## config.mk

```make
export PLATFORM = sky130hd
export DESIGN_NAME = spi_axi_ctrl_flat
export DESIGN_NICKNAME = d
export VERILOG_FILES = /design/src/rtl/spi_axi_ctrl_if.sv /design/src/rtl/spi_axi_ctrl.sv /design/src/flat_wrapper.sv
export SDC_FILE = /design/constraint.sdc
export NUM_CORES = 1
export LEC_CHECK = 0
export ABC_AREA = 1
export BUFFER_PORTS_ARGS = -buffer_cell sky130_fd_sc_hd__buf_4
export CAP_MARGIN = 40
export CORE_ASPECT_RATIO = 2
export CORE_UTILIZATION = 40
export CTS_BUF_LIST = sky130_fd_sc_hd__clkbuf_16
export DETAILED_ROUTE_END_ITERATION = 8
export GPL_ROUTABILITY_DRIVEN = 0
export PLACE_DENSITY_LB_ADDON = 0.25
export REMOVE_ABC_BUFFERS = 1
export SYNTH_ARGS = -nofsm -noshare
export SYNTH_HDL_FRONTEND = slang
export SYNTH_SLANG_ARGS = --single-unit
```

## constraint.sdc

```tcl
create_clock -name axi_aclk -period 2.3 [get_ports axi_aclk]
set_input_delay 0 -clock axi_aclk [delete_from_list [all_inputs] [get_ports axi_aclk]]
set_output_delay 0 -clock axi_aclk [all_outputs]
set_load 0.01 [all_outputs]
```

## src/rtl/spi_axi_ctrl_if.sv

```systemverilog
// AXI4 slave bus bundle for spi_axi_ctrl.
// The master modport is for the SoC interconnect side (or a testbench).
interface spi_axi_ctrl_if #(
    parameter int AXI_WIDTH_ID   = 4,
    parameter int AXI_WIDTH_ADDR = 32,
    parameter int AXI_WIDTH_DATA = 32,
    parameter int AXI_WIDTH_STRB = 4
) ();
    logic [AXI_WIDTH_ID-1:0]   awid;
    logic [AXI_WIDTH_ADDR-1:0] awaddr;
    logic [7:0]                awlen;
    logic [2:0]                awsize;
    logic [1:0]                awburst;
    logic                      awvalid;
    logic                      awready;

    logic [AXI_WIDTH_DATA-1:0] wdata;
    logic [AXI_WIDTH_STRB-1:0] wstrb;
    logic                      wlast;
    logic                      wvalid;
    logic                      wready;

    logic [AXI_WIDTH_ID-1:0]   bid;
    logic [1:0]                bresp;
    logic                      bvalid;
    logic                      bready;

    logic [AXI_WIDTH_ID-1:0]   arid;
    logic [AXI_WIDTH_ADDR-1:0] araddr;
    logic [7:0]                arlen;
    logic [2:0]                arsize;
    logic [1:0]                arburst;
    logic                      arvalid;
    logic                      arready;

    logic [AXI_WIDTH_ID-1:0]   rid;
    logic [AXI_WIDTH_DATA-1:0] rdata;
    logic [1:0]                rresp;
    logic                      rlast;
    logic                      rvalid;
    logic                      rready;

    modport slave (
        input  awid, awaddr, awlen, awsize, awburst, awvalid,
        output awready,
        input  wdata, wstrb, wlast, wvalid,
        output wready,
        output bid, bresp, bvalid,
        input  bready,
        input  arid, araddr, arlen, arsize, arburst, arvalid,
        output arready,
        output rid, rdata, rresp, rlast, rvalid,
        input  rready
    );

    modport master (
        output awid, awaddr, awlen, awsize, awburst, awvalid,
        input  awready,
        output wdata, wstrb, wlast, wvalid,
        input  wready,
        input  bid, bresp, bvalid,
        output bready,
        output arid, araddr, arlen, arsize, arburst, arvalid,
        input  arready,
        input  rid, rdata, rresp, rlast, rvalid,
        output rready
    );
endinterface

```

## src/rtl/spi_axi_ctrl.sv

```systemverilog
// AXI4 register slave driving a mode-0, MSB-first, single-CS SPI master
// for an MFRC522-style reader: 16-bit frames, sticky DONE, debug state export.
//
// state   | meaning
// --------+-----------------------------------------------------------
// S_IDLE  | cs_n high, waiting for START
// S_SETUP | cs_n low, MSB on mosi, one half-period before first SCK rise
// S_SHIFT | 16 SCK pulses; rise samples miso, fall drives next mosi bit
// S_HOLD  | cs_n still low for one half-period after the 16th fall
// S_DONE  | single cycle, raises sticky DONE, back to idle
module spi_axi_ctrl #(
    parameter int AXI_WIDTH_ID    = 4,
    parameter int AXI_WIDTH_ADDR  = 32,
    parameter int AXI_WIDTH_DATA  = 32,
    parameter int AXI_WIDTH_STRB  = 4,
    parameter int P_SIZE_IN_BYTES = 4096
) (
    input  logic         axi_aclk,
    input  logic         axi_aresetn,
    spi_axi_ctrl_if.slave s_axi,
    output logic         spi_cs_n,
    output logic         spi_sck,
    output logic         spi_mosi,
    input  logic         spi_miso,
    output logic [2:0]   spi_state_out
);
    localparam int OFF_W = $clog2(P_SIZE_IN_BYTES);
    localparam int IDX_W = OFF_W - 2;
    localparam logic [IDX_W-1:0] IDX_CTRL   = IDX_W'(0);
    localparam logic [IDX_W-1:0] IDX_STATUS = IDX_W'(1);
    localparam logic [IDX_W-1:0] IDX_TX     = IDX_W'(2);
    localparam logic [IDX_W-1:0] IDX_RX     = IDX_W'(3);
    localparam logic [IDX_W-1:0] IDX_DIV    = IDX_W'(4);

    typedef enum logic [2:0] {
        S_IDLE  = 3'd0,
        S_SETUP = 3'd1,
        S_SHIFT = 3'd2,
        S_HOLD  = 3'd3,
        S_DONE  = 3'd4
    } spi_state_t;

    typedef enum logic [1:0] {WR_IDLE, WR_DATA, WR_RESP} wr_state_t;
    typedef enum logic       {RD_IDLE, RD_DATA}          rd_state_t;

    spi_state_t spi_state, spi_next;
    wr_state_t  wr_state, wr_next;
    rd_state_t  rd_state, rd_next;

    logic [15:0]      txdata, rxdata, clkdiv, tx_shift, div_cnt;
    logic [3:0]       bit_cnt;
    logic             done, busy, tc;
    logic [OFF_W-1:0] wr_off, rd_off, rd_off_nxt;
    logic             wr_fixed, rd_fixed;
    logic [7:0]       rd_len, rd_beat;
    logic [IDX_W-1:0] wr_idx;
    logic             aw_hs, w_hs, b_hs, ar_hs, r_hs;
    logic             start_go, done_clr;

    assign aw_hs = s_axi.awvalid & s_axi.awready;
    assign w_hs  = s_axi.wvalid  & s_axi.wready;
    assign b_hs  = s_axi.bvalid  & s_axi.bready;
    assign ar_hs = s_axi.arvalid & s_axi.arready;
    assign r_hs  = s_axi.rvalid  & s_axi.rready;

    assign wr_idx     = wr_off[OFF_W-1:2];
    assign rd_off_nxt = rd_fixed ? rd_off : rd_off + OFF_W'(4);
    assign busy       = (spi_state != S_IDLE);
    assign tc         = (div_cnt == 16'd0);
    assign start_go   = w_hs && (wr_idx == IDX_CTRL) && s_axi.wstrb[0]
                        && s_axi.wdata[0] && (spi_state == S_IDLE);
    assign done_clr   = w_hs && (wr_idx == IDX_STATUS) && s_axi.wstrb[0]
                        && s_axi.wdata[1];

    assign s_axi.bresp = 2'b00;
    assign s_axi.rresp = 2'b00;
    assign spi_state_out = spi_state;

    logic unused_ok;
    assign unused_ok = ^{s_axi.awlen, s_axi.awsize, s_axi.arsize,
                         s_axi.awaddr, s_axi.araddr, s_axi.wdata, s_axi.wstrb};

    function automatic logic [31:0] reg_read(input logic [IDX_W-1:0] idx);
        logic [31:0] v;
        v = '0;
        case (idx)
            IDX_STATUS: v = {27'd0, spi_state, done, busy};
            IDX_TX:     v = {16'd0, txdata};
            IDX_RX:     v = {16'd0, rxdata};
            IDX_DIV:    v = {16'd0, clkdiv};
            default:    v = '0;
        endcase
        return v;
    endfunction

    // ---------------- write channel ----------------
    always_comb begin
        wr_next = wr_state;
        case (wr_state)
            WR_IDLE: if (aw_hs)                 wr_next = WR_DATA;
            WR_DATA: if (w_hs && s_axi.wlast)   wr_next = WR_RESP;
            WR_RESP: if (b_hs)                  wr_next = WR_IDLE;
            default:                            wr_next = WR_IDLE;
        endcase
    end

    always_ff @(posedge axi_aclk or negedge axi_aresetn) begin
        if (!axi_aresetn) begin
            wr_state      <= WR_IDLE;
            s_axi.awready <= 1'b0;
            s_axi.wready  <= 1'b0;
            s_axi.bvalid  <= 1'b0;
            s_axi.bid     <= '0;
            wr_off        <= '0;
            wr_fixed      <= 1'b0;
        end else begin
            wr_state      <= wr_next;
            s_axi.awready <= (wr_next == WR_IDLE);
            s_axi.wready  <= (wr_next == WR_DATA);
            s_axi.bvalid  <= (wr_next == WR_RESP);
            if (aw_hs) begin
                s_axi.bid <= s_axi.awid;
                wr_off    <= s_axi.awaddr[OFF_W-1:0];
                wr_fixed  <= (s_axi.awburst == 2'b00);
            end else if (w_hs && !wr_fixed) begin
                wr_off <= wr_off + OFF_W'(4);
            end
        end
    end

    // ---------------- read channel ----------------
    always_comb begin
        rd_next = rd_state;
        case (rd_state)
            RD_IDLE: if (ar_hs)                 rd_next = RD_DATA;
            RD_DATA: if (r_hs && s_axi.rlast)   rd_next = RD_IDLE;
            default:                            rd_next = RD_IDLE;
        endcase
    end

    always_ff @(posedge axi_aclk or negedge axi_aresetn) begin
        if (!axi_aresetn) begin
            rd_state      <= RD_IDLE;
            s_axi.arready <= 1'b0;
            s_axi.rvalid  <= 1'b0;
            s_axi.rlast   <= 1'b0;
            s_axi.rid     <= '0;
            s_axi.rdata   <= '0;
            rd_off        <= '0;
            rd_fixed      <= 1'b0;
            rd_len        <= '0;
            rd_beat       <= '0;
        end else begin
            rd_state      <= rd_next;
            s_axi.arready <= (rd_next == RD_IDLE);
            s_axi.rvalid  <= (rd_next == RD_DATA);
            if (ar_hs) begin
                s_axi.rid   <= s_axi.arid;
                rd_off      <= s_axi.araddr[OFF_W-1:0];
                rd_fixed    <= (s_axi.arburst == 2'b00);
                rd_len      <= s_axi.arlen;
                rd_beat     <= 8'd0;
                s_axi.rdata <= reg_read(s_axi.araddr[OFF_W-1:2]);
                s_axi.rlast <= (s_axi.arlen == 8'd0);
            end else if (r_hs && !s_axi.rlast) begin
                rd_off      <= rd_off_nxt;
                rd_beat     <= rd_beat + 8'd1;
                s_axi.rdata <= reg_read(rd_off_nxt[OFF_W-1:2]);
                s_axi.rlast <= ((rd_beat + 8'd1) == rd_len);
            end
        end
    end

    // ---------------- configuration registers ----------------
    always_ff @(posedge axi_aclk or negedge axi_aresetn) begin
        if (!axi_aresetn) begin
            txdata <= 16'h0000;
            clkdiv <= 16'd4;
            done   <= 1'b0;
        end else begin
            if (w_hs && wr_idx == IDX_TX) begin
                if (s_axi.wstrb[0]) txdata[7:0]  <= s_axi.wdata[7:0];
                if (s_axi.wstrb[1]) txdata[15:8] <= s_axi.wdata[15:8];
            end
            if (w_hs && wr_idx == IDX_DIV) begin
                if (s_axi.wstrb[0]) clkdiv[7:0]  <= s_axi.wdata[7:0];
                if (s_axi.wstrb[1]) clkdiv[15:8] <= s_axi.wdata[15:8];
            end
            // FSM completion outranks a software clear in the same cycle
            if (spi_next == S_DONE)         done <= 1'b1;
            else if (start_go || done_clr)  done <= 1'b0;
        end
    end

    // ---------------- SPI FSM ----------------
    always_comb begin
        spi_next = spi_state;
        case (spi_state)
            S_IDLE:  if (start_go)                              spi_next = S_SETUP;
            S_SETUP: if (tc)                                    spi_next = S_SHIFT;
            S_SHIFT: if (tc && spi_sck && bit_cnt == 4'd15)     spi_next = S_HOLD;
            S_HOLD:  if (tc)                                    spi_next = S_DONE;
            S_DONE:                                             spi_next = S_IDLE;
            default:                                            spi_next = S_IDLE;
        endcase
    end

    always_ff @(posedge axi_aclk or negedge axi_aresetn) begin
        if (!axi_aresetn) begin
            spi_state <= S_IDLE;
            div_cnt   <= '0;
            bit_cnt   <= '0;
            tx_shift  <= '0;
            rxdata    <= '0;
            spi_cs_n  <= 1'b1;
            spi_sck   <= 1'b0;
            spi_mosi  <= 1'b0;
        end else begin
            spi_state <= spi_next;
            case (spi_state)
                S_IDLE: begin
                    if (start_go) begin
                        tx_shift <= txdata;
                        spi_mosi <= txdata[15];
                        spi_cs_n <= 1'b0;
                        div_cnt  <= clkdiv;
                        bit_cnt  <= 4'd0;
                    end
                end
                S_SETUP, S_HOLD: begin
                    if (tc) begin
                        div_cnt <= clkdiv;
                        if (spi_state == S_HOLD) spi_cs_n <= 1'b1;
                    end else begin
                        div_cnt <= div_cnt - 16'd1;
                    end
                end
                S_SHIFT: begin
                    if (tc) begin
                        div_cnt <= clkdiv;
                        if (!spi_sck) begin
                            spi_sck <= 1'b1;
                            rxdata  <= {rxdata[14:0], spi_miso};
                        end else begin
                            // zeros shift in, so mosi returns low after the last bit
                            spi_sck  <= 1'b0;
                            bit_cnt  <= bit_cnt + 4'd1;
                            tx_shift <= {tx_shift[14:0], 1'b0};
                            spi_mosi <= tx_shift[14];
                        end
                    end else begin
                        div_cnt <= div_cnt - 16'd1;
                    end
                end
                default: ;
            endcase
        end
    end
endmodule

```

## src/flat_wrapper.sv

```systemverilog
// flat-port wrapper written by rule: the top's interface ports become plain ports
module spi_axi_ctrl_flat 
#(
    parameter int AXI_WIDTH_ID    = 4,
    parameter int AXI_WIDTH_ADDR  = 32,
    parameter int AXI_WIDTH_DATA  = 32,
    parameter int AXI_WIDTH_STRB  = 4,
    parameter int P_SIZE_IN_BYTES = 4096
)
  (axi_aclk, axi_aresetn, spi_cs_n, spi_sck, spi_mosi, spi_miso, spi_state_out, s_axi_awid, s_axi_awaddr, s_axi_awlen, s_axi_awsize, s_axi_awburst, s_axi_awvalid, s_axi_awready, s_axi_wdata, s_axi_wstrb, s_axi_wlast, s_axi_wvalid, s_axi_wready, s_axi_bid, s_axi_bresp, s_axi_bvalid, s_axi_bready, s_axi_arid, s_axi_araddr, s_axi_arlen, s_axi_arsize, s_axi_arburst, s_axi_arvalid, s_axi_arready, s_axi_rid, s_axi_rdata, s_axi_rresp, s_axi_rlast, s_axi_rvalid, s_axi_rready);
  spi_axi_ctrl_if #(.AXI_WIDTH_ID(AXI_WIDTH_ID), .AXI_WIDTH_ADDR(AXI_WIDTH_ADDR), .AXI_WIDTH_DATA(AXI_WIDTH_DATA), .AXI_WIDTH_STRB(AXI_WIDTH_STRB)) s_axi_i ();
  input  logic axi_aclk;
  input  logic axi_aresetn;
  output logic spi_cs_n;
  output logic spi_sck;
  output logic spi_mosi;
  input  logic spi_miso;
  output logic [2:0] spi_state_out;
  input wire logic [$bits(s_axi_i.awid)-1:0] s_axi_awid;
  input wire logic [$bits(s_axi_i.awaddr)-1:0] s_axi_awaddr;
  input wire logic [$bits(s_axi_i.awlen)-1:0] s_axi_awlen;
  input wire logic [$bits(s_axi_i.awsize)-1:0] s_axi_awsize;
  input wire logic [$bits(s_axi_i.awburst)-1:0] s_axi_awburst;
  input wire logic [$bits(s_axi_i.awvalid)-1:0] s_axi_awvalid;
  output wire logic [$bits(s_axi_i.awready)-1:0] s_axi_awready;
  input wire logic [$bits(s_axi_i.wdata)-1:0] s_axi_wdata;
  input wire logic [$bits(s_axi_i.wstrb)-1:0] s_axi_wstrb;
  input wire logic [$bits(s_axi_i.wlast)-1:0] s_axi_wlast;
  input wire logic [$bits(s_axi_i.wvalid)-1:0] s_axi_wvalid;
  output wire logic [$bits(s_axi_i.wready)-1:0] s_axi_wready;
  output wire logic [$bits(s_axi_i.bid)-1:0] s_axi_bid;
  output wire logic [$bits(s_axi_i.bresp)-1:0] s_axi_bresp;
  output wire logic [$bits(s_axi_i.bvalid)-1:0] s_axi_bvalid;
  input wire logic [$bits(s_axi_i.bready)-1:0] s_axi_bready;
  input wire logic [$bits(s_axi_i.arid)-1:0] s_axi_arid;
  input wire logic [$bits(s_axi_i.araddr)-1:0] s_axi_araddr;
  input wire logic [$bits(s_axi_i.arlen)-1:0] s_axi_arlen;
  input wire logic [$bits(s_axi_i.arsize)-1:0] s_axi_arsize;
  input wire logic [$bits(s_axi_i.arburst)-1:0] s_axi_arburst;
  input wire logic [$bits(s_axi_i.arvalid)-1:0] s_axi_arvalid;
  output wire logic [$bits(s_axi_i.arready)-1:0] s_axi_arready;
  output wire logic [$bits(s_axi_i.rid)-1:0] s_axi_rid;
  output wire logic [$bits(s_axi_i.rdata)-1:0] s_axi_rdata;
  output wire logic [$bits(s_axi_i.rresp)-1:0] s_axi_rresp;
  output wire logic [$bits(s_axi_i.rlast)-1:0] s_axi_rlast;
  output wire logic [$bits(s_axi_i.rvalid)-1:0] s_axi_rvalid;
  input wire logic [$bits(s_axi_i.rready)-1:0] s_axi_rready;
  assign s_axi_i.awid = s_axi_awid;
  assign s_axi_i.awaddr = s_axi_awaddr;
  assign s_axi_i.awlen = s_axi_awlen;
  assign s_axi_i.awsize = s_axi_awsize;
  assign s_axi_i.awburst = s_axi_awburst;
  assign s_axi_i.awvalid = s_axi_awvalid;
  assign s_axi_awready = s_axi_i.awready;
  assign s_axi_i.wdata = s_axi_wdata;
  assign s_axi_i.wstrb = s_axi_wstrb;
  assign s_axi_i.wlast = s_axi_wlast;
  assign s_axi_i.wvalid = s_axi_wvalid;
  assign s_axi_wready = s_axi_i.wready;
  assign s_axi_bid = s_axi_i.bid;
  assign s_axi_bresp = s_axi_i.bresp;
  assign s_axi_bvalid = s_axi_i.bvalid;
  assign s_axi_i.bready = s_axi_bready;
  assign s_axi_i.arid = s_axi_arid;
  assign s_axi_i.araddr = s_axi_araddr;
  assign s_axi_i.arlen = s_axi_arlen;
  assign s_axi_i.arsize = s_axi_arsize;
  assign s_axi_i.arburst = s_axi_arburst;
  assign s_axi_i.arvalid = s_axi_arvalid;
  assign s_axi_arready = s_axi_i.arready;
  assign s_axi_rid = s_axi_i.rid;
  assign s_axi_rdata = s_axi_i.rdata;
  assign s_axi_rresp = s_axi_i.rresp;
  assign s_axi_rlast = s_axi_i.rlast;
  assign s_axi_rvalid = s_axi_i.rvalid;
  assign s_axi_i.rready = s_axi_rready;
  spi_axi_ctrl #(.AXI_WIDTH_ID(AXI_WIDTH_ID), .AXI_WIDTH_ADDR(AXI_WIDTH_ADDR), .AXI_WIDTH_DATA(AXI_WIDTH_DATA), .AXI_WIDTH_STRB(AXI_WIDTH_STRB), .P_SIZE_IN_BYTES(P_SIZE_IN_BYTES)) u_core (.axi_aclk(axi_aclk), .axi_aresetn(axi_aresetn), .s_axi(s_axi_i), .spi_cs_n(spi_cs_n), .spi_sck(spi_sck), .spi_mosi(spi_mosi), .spi_miso(spi_miso), .spi_state_out(spi_state_out));
endmodule
```

==> results.py, run 1 <==
metrics = {
    "status": {
        "status": "complete, no violations",
    },
    "global_route": {
        "grt_pass1_wl_um": 43100,
        "grt_usage": 0.238,
        "grt_overflow": 0,
        "grt_pass1_vias": 9082,
        "grt_max_degree": 55,
        "antenna_found_initial": 0,
    },
    "timing": {
        "tightest_slew_ns": 0.568,
        "max_slew_margin": 0.621,
        "rsz0062_at_grt": "false",
        "skew_ns": 0.00676,
        "finalCriticalPeriod_ns": 2.15,
        "clock.fmax_mhz": 464,
        "slew_viol_final": 0,
        "fin_ws_ns": 0.146,
        "min_period_over_period": 0.936,
        "setup_violations": 0,
        "hold_violations": 0,
    },
    "drt": {
        "vias": 8804,
        "wl_per_cell_um": 15.6,
        "viasPerCell": 5.26,
        "drtPass1Iterations": 7,
        "detail_route.iter0.violations": 495,
        "antenna_left": 0,
        "wirelength_um": 26100,
        "drcViolationCount": 0,
    },
    "yosys": {
        "syn_area_um2": 9020,
        "syn_area_per_cell_um2": 7.53,
        "yosys-top-cells-area": "dfrtp_1 44%, nand2_1 15%, nand3_1 8.4%",
        "ys.flop_type": "dfrtp_1",
        "synth_seq_area_share": 0.444,
        "synth_common_cells": "349 x nand2_1, 158 x dfrtp_1, 151 x nand3_1, 110 x inv_1, 92 x o21ai_0",
        "yosys.area.top_type": "dfrtp_1",
        "yosysMostFrequentCell": "nand2_1",
        "ys.warnings.count": 0,
        "synth_cells": 1197,
        "ys_types": 45,
        "synth_enable_flop_cells": 0,
        "synth_top_cell_area_share": 0.439,
        "ys_seq_elements": 160,
        "synthArstFlopShare": 1.00,
    },
    "setup_path": {
        "path_depth": 11,
        "crit_fanout": 5,
        "crit_path_top_delay_cell": "dfrtp_1",
        "cp.required_ns": 2.66,
        "cp_num_buf_inv": 1,
        "crit_type": "register to register",
        "crit_arrival_ns": 2.52,
        "cp_cell_sequence": "ha_1 -> nand3_2 -> nor2_1 -> nand3_1 -> nand2_1 -> inv_1 -> nor2_1 -> nand3_1 -> o21ai_0 -> o21ai_0 -> nand2_1",
        "critPathTopFamily": "simple AND/OR/NAND/NOR gates",
        "worstRegToRegCells": 11,
        "end_kind": "register",
        "r2r_slack_ns": 0.15,
        "startpoint_type": "register",
        "crit_path_max_incr_delay_ns": 0.39,
    },
    "finish": {
        "antenna_cells": 0,
        "seq_area_um2": 4010,
        "fillers": 2107,
        "layout.nets": 1537,
        "multiInputGateArea_um2": 4260,
        "area_delta_synth_final_pct": 27.9,
        "drive_gt1_frac": 0.169,
    },
    "clock_tree": {
        "numCtsBuffers": 17,
        "root_buffer": "clkbuf_16",
        "cts_tree": "yes",
        "clock_latency_ns": 0.43,
        "clock_sinks": 160,
        "clockBufferDepth": 2,
        "cts_htree_levels": 4,
        "path_clk_slew_ns": 0.06,
    },
    "pwr": {
        "p_per_area_nw_per_um2": 880,
        "p_leak_nw": 5.68,
        "power_mw": 10.1,
        "ir_worst_vdd_mv": 0.719,
    },
    "die": {
        "die_x_um": 108,
        "start_util": 0.409,
        "die_area_um2": 23200,
        "die_y_um": 214,
        "io_pins": 199,
        "core.rowCount": 77,
        "core-area_um2": 22100,
    },
    "min_path": {
        "min_delay_path_depth": 5,
        "timing.hold.worst.class": "primary input to register",
    },
    "placed_design": {
        "place_hpwl_um": 19200,
        "portBuffers": 102,
        "place_worst_setup_slack_ns": 0.0440,
    },
    "flow_run": {
        "cap_violations": 0,
    },
}
cell type report:
type,instances,share of cell area
Clock buffer,17,0.0369
Clock inverter,14,0.0131
Inverter,117,0.0381
Multi-Input combinational cell,870,0.369
Sequential cell,160,0.348
Tap cell,276,0.0300
Timing Repair Buffer,220,0.165
registers in the layout, indices dropped and copies added, names as in the netlist, 10 cells and up:
name,count
u_core.div_cnt,16
u_core.rxdata,16
u_core.rd_off,10
u_core.txdata,16
u_core.wr_off,10
u_core.tx_shift,15
u_core.clkdiv,16
u_core.s_axi.rdata,16
power breakdown:
| group | leakage (nW) | switching, mW | internal, mW |
|---|---|---|---|
| registers | 2.05 | 0.504 | 3.34 |
| clock network | 0.292 | 1.14 | 1.68 |
| logic | 3.33 | 2.09 | 1.39 |
worst paths after layout:
kind                                   from                     to
setup / recovery           u_core.rd_off[2]  u_core.s_axi.rdata[3]
hold / removal                s_axi_awvalid    u_core.s_axi.bid[3]
setup reg to reg           u_core.rd_off[2]  u_core.s_axi.rdata[3]
hold reg to reg             u_core.spi_cs_n        u_core.spi_cs_n
max in group asynchronous       axi_aresetn       u_core.txdata[7]
min in group asynchronous       axi_aresetn     u_core.tx_shift[4]
through the flow:
step	hold slack, ns	TNS, ns	area (um2)	utilization	instances
final	0.0623	0	11500	0.522	1674
after global routing	0.0833	0	11500	0.522	1674
after CTS	0.0376	0	11500	0.522	1673
after detailed placement	0.000973	0	10300	0.467	1579
after global placement	-0.00158	0	10300	0.467	1578
after floorplan	-0.296	-29.54	8690	-	1147
cell usage in the layout (no fill, tap or decap), types with 3 or more instances in the layout:
cell type / synthesis / final
o31ai_1: 7 / 7
ha_1: 8 / 8
nor3_2: 3 / 3
bufinv_16: 0 / 3
xor2_1: 13 / 13
nor3_1: 9 / 9
nand4_1: 23 / 23
clkinv_1: 3 / 4
o21ai_0: 92 / 92
nor2_1: 79 / 77
inv_1: 110 / 112
a21oi_2: 10 / 10
dlygate4sd3_1: 0 / 63
conb_1: 1 / 20
o211ai_1: 8 / 8
inv_2: 4 / 4
buf_4: 28 / 149
nand3_2: 2 / 3
nand2_2: 13 / 13
dfrtp_1: 158 / 157
nor4_1: 4 / 4
a21oi_1: 19 / 19
nor2_4: 4 / 4
buf_12: 0 / 7
clkinv_2: 0 / 5
o221ai_1: 11 / 11
nand3b_1: 3 / 3
nand2_1: 349 / 349
clkbuf_16: 0 / 17
xnor2_1: 6 / 6
nand3_1: 151 / 150
o22ai_1: 18 / 18
nor2_2: 3 / 5
per-layer routing:
layer  track usage  part of all wire  up-vias
met5             0                 0        -
met4         0.142             0.042        0
met3        0.0343             0.042       75
met2         0.440              0.55      332
met1         0.245              0.37     4125
li1              -                 -     4272
logic make-up (layout without fill, tap and decap cells):
| group | after synthesis | in the layout | share of synthesized area |
|---|---|---|---|
| other cells | 1 | 20 | 0.000416 |
| flops | 160 | 160 | 0.444 |
| fa+ha+maj | 8 | 8 | 0.0111 |
| simple gates | 648 | 648 | 0.316 |
| buf+inv | 186 | 368 | 0.0924 |
| compound gates | 175 | 175 | 0.117 |
| xor+xnor | 19 | 19 | 0.0185 |
worst reg2reg max path, cell delays in order, from the launching register on:
cell and delay, ns:
dfrtp_1 0.39, ha_1 0.23, nand3_2 0.10, nor2_1 0.18, nand3_1 0.09, nand2_1 0.10, inv_1 0.06, nor2_1 0.23
nand3_1 0.26, o21ai_0 0.26, o21ai_0 0.10, nand2_1 0.07
what timing repair did:
item                       in CTS  in global routing
resized for setup               0                  5
hold buffers                   63                  0
setup endpoints to repair       0                 12
setup buffers                   0                  1
hold endpoints to repair      202                  0
Note: power is estimated with default switching activity, not from simulation.
==> run 2, diff against run 1 <==
--- a/config.mk
+++ b/config.mk
@@ -8,8 +8,10 @@
 export ABC_AREA = 1
 export BUFFER_PORTS_ARGS = -buffer_cell sky130_fd_sc_hd__buf_4
 export CAP_MARGIN = 40
+export CELL_PAD_IN_SITES_DETAIL_PLACEMENT = 1
+export CELL_PAD_IN_SITES_GLOBAL_PLACEMENT = 2
 export CORE_ASPECT_RATIO = 2
-export CORE_UTILIZATION = 40
+export CORE_UTILIZATION = 31
 export CTS_BUF_LIST = sky130_fd_sc_hd__clkbuf_16
 export DETAILED_ROUTE_END_ITERATION = 8
 export GPL_ROUTABILITY_DRIVEN = 0
==> results.py, run 2 (synthesis results as in run 1) <==
metrics = {
    "setup_path": {
        "crit_fanout": 16,
        "cp_num_buf_inv": 2,
        "crit_path_max_incr_delay_ns": 0.39,
        "worst_path_most_repeated_cell": "o21ai_0",
        "critPathTopFamily": "simple AND/OR/NAND/NOR gates",
        "crit_path_top_delay_cell": "dfrtp_1",
        "cp.required_ns": 2.63,
        "crit_arrival_ns": 2.52,
        "end_kind": "register",
        "cp_cell_sequence": "inv_1 -> ha_1 -> nand3_1 -> nor3_4 -> nand4_4 -> nand2_1 -> inv_2 -> o21ai_0 -> o21ai_0",
        "startpoint_type": "register",
        "crit_type": "register to register",
    },
    "finish": {
        "multiInputGateArea_um2": 4290,
        "drive_gt1_frac": 0.179,
        "antenna_cells": 0,
        "final_cell_mix": "349 x nand2_1, 157 x dfrtp_1, 156 x buf_4, 150 x nand3_1, 109 x inv_1",
        "area_delta_synth_final_pct": 30.2,
        "seq_area_um2": 4010,
        "final_core_utilization": 0.409,
        "fillers": 3543,
        "fin_cells": 1768,
        "final_common_cell": "nand2_1",
        "layout.nets": 1546,
    },
    "clock_tree": {
        "cts_htree_levels": 4,
        "path_clk_slew_ns": 0.07,
        "cts_tree": "yes",
        "root_buffer": "clkbuf_16",
        "clock_sinks": 160,
        "clock_latency_ns": 0.46,
        "clockBufferDepth": 2,
        "numCtsBuffers": 17,
    },
    "die": {
        "start_util": 0.314,
        "die_x_um": 123,
        "io_pins": 199,
        "core-area_um2": 28700,
        "die_area_um2": 29800,
        "core.rowCount": 88,
        "die_y_um": 243,
    },
    "drt": {
        "detail_route.iter0.violations": 276,
        "vias": 8741,
        "drcViolationCount": 1,
        "antenna_left": 0,
        "drtPass1Iterations": 6,
        "wl_per_cell_um": 17.1,
        "viasPerCell": 4.94,
        "wirelength_um": 30200,
    },
    "global_route": {
        "grt_usage": 0.218,
        "grt_pass1_vias": 9492,
        "grt_pass1_wl_um": 49200,
        "grt_max_degree": 60,
        "antenna_found_initial": 0,
        "grt_overflow": 0,
    },
    "pwr": {
        "net-switching-power_mw": 3.97,
        "p_leak_nw": 5.73,
        "p_sw_frac": 0.384,
        "seq_power_share": 0.370,
        "power_mw": 10.4,
        "clkPwrFrac": 0.282,
        "power_frac_comb": 0.349,
        "ir_worst_vdd_mv": 0.514,
        "p_per_area_nw_per_um2": 882,
        "p_int_mw": 6.38,
    },
    "timing": {
        "fin_ws_ns": 0.116,
        "max_slew_margin": 0.576,
        "clock.fmax_mhz": 458,
        "slew_viol_final": 0,
        "hold_violations": 0,
        "setup_violations": 0,
        "min_period_over_period": 0.950,
        "skew_ns": 0.0103,
        "tightest_slew_ns": 0.636,
        "finalCriticalPeriod_ns": 2.18,
    },
    "placed_design": {
        "place_worst_setup_slack_ns": 0.0796,
        "numPlacedInstances": 1669,
        "portBuffers": 102,
        "place_hpwl_um": 23300,
    },
    "status": {
        "status": "finished, violations left",
        "violations": "DRC",
    },
    "min_path": {
        "timing.hold.worst.class": "primary input to register",
    },
    "flow_run": {
        "cap_violations": 0,
    },
}
==> run 2: changes by cell type in the layout (fill, tap and decap cells not counted), moves of 2 or more <==
cell	change
clkinv_2	-3
nor2_2	+2
inv_1	-3
buf_4	+7
nor2_1	-2
inv_6	+5
buf_6	+2
==> run 2: repair_timing <==
item / in CTS / in global routing
resized for setup: 0 / 12
endpoints found under the setup margin: 0 / 27
endpoints found under the hold margin: 149 / 0
hold buffers: 63 / 0
buffers inserted: 0 / 4
==> run 2: final cells by class <==
cell class              instances  area share
multi-input cells             870       0.365
flip-flops and latches        160       0.341
repair buffers                229       0.168
well taps                     360      0.0384
inverters                     117      0.0374
clock buffers                  17      0.0362
clock inverters                15      0.0133
==> run 2: power by group through the flow <==
stage | clock, mW | sequential, mW | combinational [mW]
after floorplan | 0 | 3.85 | 1.95
after global routing | 3.10 | 3.90 | 4.03
after CTS | 3.00 | 3.83 | 3.61
after detailed placement | 0 | 3.88 | 3.49
after global placement | 0 | 3.87 | 3.40
final | 2.92 | 3.83 | 3.61
==> run 2: worst paths after layout <==
kind | slack [ns] | start | cells after the start | to
worst min-delay path | 0.03 | s_axi_awvalid | 5 | u_core.s_axi.bid[1]
worst max-delay path | 0.12 | u_core.div_cnt[0] | 9 | u_core.div_cnt[12]
min in group asynchronous | 0.11 | axi_aresetn | 2 | u_core.rd_off[8]
max in group asynchronous | 1.51 | axi_aresetn | 3 | u_core.s_axi.bvalid
worst max register to register | 0.12 | u_core.div_cnt[0] | 9 | u_core.div_cnt[12]
worst min register to register | 0.48 | u_core.spi_cs_n | 2 | u_core.spi_cs_n
==> run 2: metrics by stage <==
stage	setup TNS (ns)	instance area (um2)	hold slack, ns
final	0	11700	0.0283
after global routing	-0.220	11700	0.0340
after CTS	0	11700	0.00775
after detailed placement	0	10500	0.0437
after global placement	0	10500	0.0433
after floorplan	-29.54	8690	-0.296
==> run 2: worst register-to-register path: cells and delay by family (launching register included) <==
kind / cells / cell delay, ns
and+or+nand+nor: 4 / 0.91
DFF: 1 / 0.39
AOI/OAI and AO/OA: 2 / 0.37
buffers and inverters: 2 / 0.23
adders and majority gates: 1 / 0.17
==> run 2: per-layer routing <==
layer / up-vias / GRT usage / wire length, um
met3: 52 / 0.0374 / 739
met4: 0 / 0.0922 / 991
met5: - / 0 / 0
met2: 145 / 0.436 / 17700
met1: 4250 / 0.206 / 10700
li1: 4294 / - / -
==> run 3, diff against run 2 <==
--- a/config.mk
+++ b/config.mk
@@ -11,7 +11,7 @@
 export CELL_PAD_IN_SITES_DETAIL_PLACEMENT = 1
 export CELL_PAD_IN_SITES_GLOBAL_PLACEMENT = 2
 export CORE_ASPECT_RATIO = 2
-export CORE_UTILIZATION = 31
+export CORE_UTILIZATION = 28
 export CTS_BUF_LIST = sky130_fd_sc_hd__clkbuf_16
 export DETAILED_ROUTE_END_ITERATION = 8
 export GPL_ROUTABILITY_DRIVEN = 0
==> constraint.sdc (replaced) <==
create_clock -name axi_aclk -period 1.8 [get_ports axi_aclk]
set_input_delay 0 -clock axi_aclk [delete_from_list [all_inputs] [get_ports axi_aclk]]
set_output_delay 0 -clock axi_aclk [all_outputs]
set_load 0.01 [all_outputs]
==> results.py, run 3 (synthesis results as in run 1) <==
metrics = {
    "status": {
        "status": "finished, violations left",
        "violations": "setup timing",
    },
    "clock_tree": {
        "clock_latency_ns": 0.45,
        "cts_tree": "yes",
        "root_buffer": "clkbuf_16",
        "clockBufferDepth": 2,
        "cts_htree_levels": 4,
        "path_clk_slew_ns": 0.06,
        "numCtsBuffers": 17,
        "clock_sinks": 160,
    },
    "finish": {
        "final_common_cell": "nand2_1",
        "final_cell_mix": "297 x nand2_1, 236 x buf_4, 153 x dfrtp_1, 125 x nand3_1, 104 x inv_1",
        "antenna_cells": 0,
        "fillers": 3721,
        "final_area_um2": 13800,
        "fin_cells": 1950,
        "drive_gt1_frac": 0.326,
        "layout.nets": 1665,
        "final_core_utilization": 0.436,
        "area_delta_synth_final_pct": 53.1,
    },
    "setup_path": {
        "r2r_slack_ns": -0.25,
        "end_kind": "register",
        "crit_path_max_incr_delay_ns": 0.37,
        "crit_type": "register to register",
        "cp_num_buf_inv": 3,
        "crit_fanout": 11,
        "path_depth": 15,
        "startpoint_type": "register",
        "critPathLaunch": "u_core.rd_off[3]",
        "critPathTopFamily": "simple AND/OR/NAND/NOR gates",
        "crit_arrival_ns": 2.42,
        "cp_cell_sequence": "buf_4 -> nand2_4 -> nor2_2 -> nand2_1 -> nand2_2 -> nand2_2 -> nor2_4 -> nand2_2 -> nor2_4 -> buf_12 -> o21ai_2 -> nor2_4 -> buf_12 -> nand2_1 -> a21oi_1",
        "r2r_start": "u_core.rd_off[3]",
        "crit_path_top_delay_cell": "dfrtp_1",
        "worstRegToRegCells": 15,
        "cp.required_ns": 2.17,
    },
    "pwr": {
        "seq_power_share": 0.317,
        "net-switching-power_mw": 5.65,
        "p_sw_frac": 0.370,
        "power_frac_comb": 0.417,
        "ir_worst_vdd_mv": 0.651,
        "p_leak_nw": 6.65,
        "p_per_area_nw_per_um2": 1110,
        "p_int_mw": 9.63,
        "clkPwrFrac": 0.266,
    },
    "die": {
        "die_x_um": 129,
        "die_y_um": 256,
        "io_pins": 199,
        "core-area_um2": 31700,
        "die_area_um2": 33000,
        "core.rowCount": 92,
        "start_util": 0.285,
    },
    "timing": {
        "tightest_slew_ns": 0.538,
        "clock.fmax_mhz": 487,
        "fin_ws_ns": -0.253,
        "slew_viol_final": 0,
        "hold_violations": 0,
        "skew_ns": 0.0110,
        "setup_violations": 37,
        "finalCriticalPeriod_ns": 2.05,
        "rsz0062_at_grt": "true",
        "min_period_over_period": 1.14,
        "timing.hold.ws_ns": 0.0520,
        "max_slew_margin": 0.641,
    },
    "placed_design": {
        "placed_area_um2": 11200,
        "numPlacedInstances": 1812,
        "place_hpwl_um": 25100,
        "portBuffers": 102,
    },
    "global_route": {
        "antenna_found_initial": 0,
        "grt_overflow": 0,
        "grt_max_degree": 47,
        "grt_pass1_wl_um": 53800,
        "grt_pass1_vias": 10400,
        "grt_usage": 0.214,
    },
    "min_path": {
        "worstHoldStart": "s_axi_awvalid",
        "timing.hold.worst.class": "primary input to register",
        "min_delay_path_depth": 5,
    },
    "drt": {
        "drtPass1Iterations": 4,
        "wirelength_um": 34600,
        "detail_route.iter0.violations": 276,
        "antenna_left": 0,
        "drcViolationCount": 0,
        "viasPerCell": 4.81,
        "vias": 9380,
        "wl_per_cell_um": 17.7,
    },
    "flow_run": {
        "cap_violations": 0,
    },
}
-- run 3: path summary, 6_finish.rpt --
kind,end
setup / recovery,u_core.s_axi.rdata[15]
hold / removal,u_core.s_axi.bid[1]
setup reg to reg,u_core.s_axi.rdata[15]
hold reg to reg,u_core.s_axi.bid[2]
max in group asynchronous,u_core.txdata[10]
min in group asynchronous,u_core.tx_shift[4]
-- run 3: cell type report --
cell class	count	area (um2)	share of cell area
multi-input cells	870	4930	0.357
flip-flops and latches	160	4010	0.291
repair buffers	348	3230	0.234
well taps	423	529	0.0383
inverters	117	464	0.0336
clock buffers	17	425	0.0308
clock inverters	15	215	0.0156
-- run 3: repair_timing --
item / CTS / global route
hold buffers: 63 / 0
setup endpoints to repair: 85 / 96
hold endpoints to repair: 239 / 0
buffers inserted: 19 / 17
gates cloned: 4 / 6
pin swaps: 25 / 45
gates resized for setup: 102 / 140
-- run 3: metal layers --
metal  track usage  routed length, um  up-vias
li1              -                  -     4536
met1         0.201              11800     4615
met2         0.441              20900      162
met3        0.0274                613       67
met4        0.0856               1180        0
met5             0                  0        -
-- run 3: per-stage QoR --
step / power [mW] / worst slack (ns) / setup TNS, ns
finish: 15.3 / -0.253 / -3.99
global route: 16.2 / -0.438 / -12.04
CTS: 14.9 / -0.206 / -2.77
detailed placement: 10.1 / -0.262 / -8.97
floorplan: 7.41 / -1.14 / -68.87
global placement: 10.0 / -0.212 / -5.97
-- run 3: power groups by stage --
stage	Clock [mW]	Sequential (mW)	Combinational [mW]
2_1_floorplan	0	4.92	2.49
3_3_place_gp	0	4.84	5.17
3_5_place_dp	0	4.86	5.28
4_1_cts	4.17	4.82	5.95
5_1_grt	4.28	4.92	6.96
6_report	4.07	4.85	6.37
-- run 3: worst reg2reg max path: cells and delay by family (launching register included) --
| family | cells | cell delay (ns) |
|---|---|---|
| simple gates | 10 | 0.96 |
| buf+inv | 3 | 0.45 |
| flops | 1 | 0.37 |
| compound gates | 2 | 0.19 |
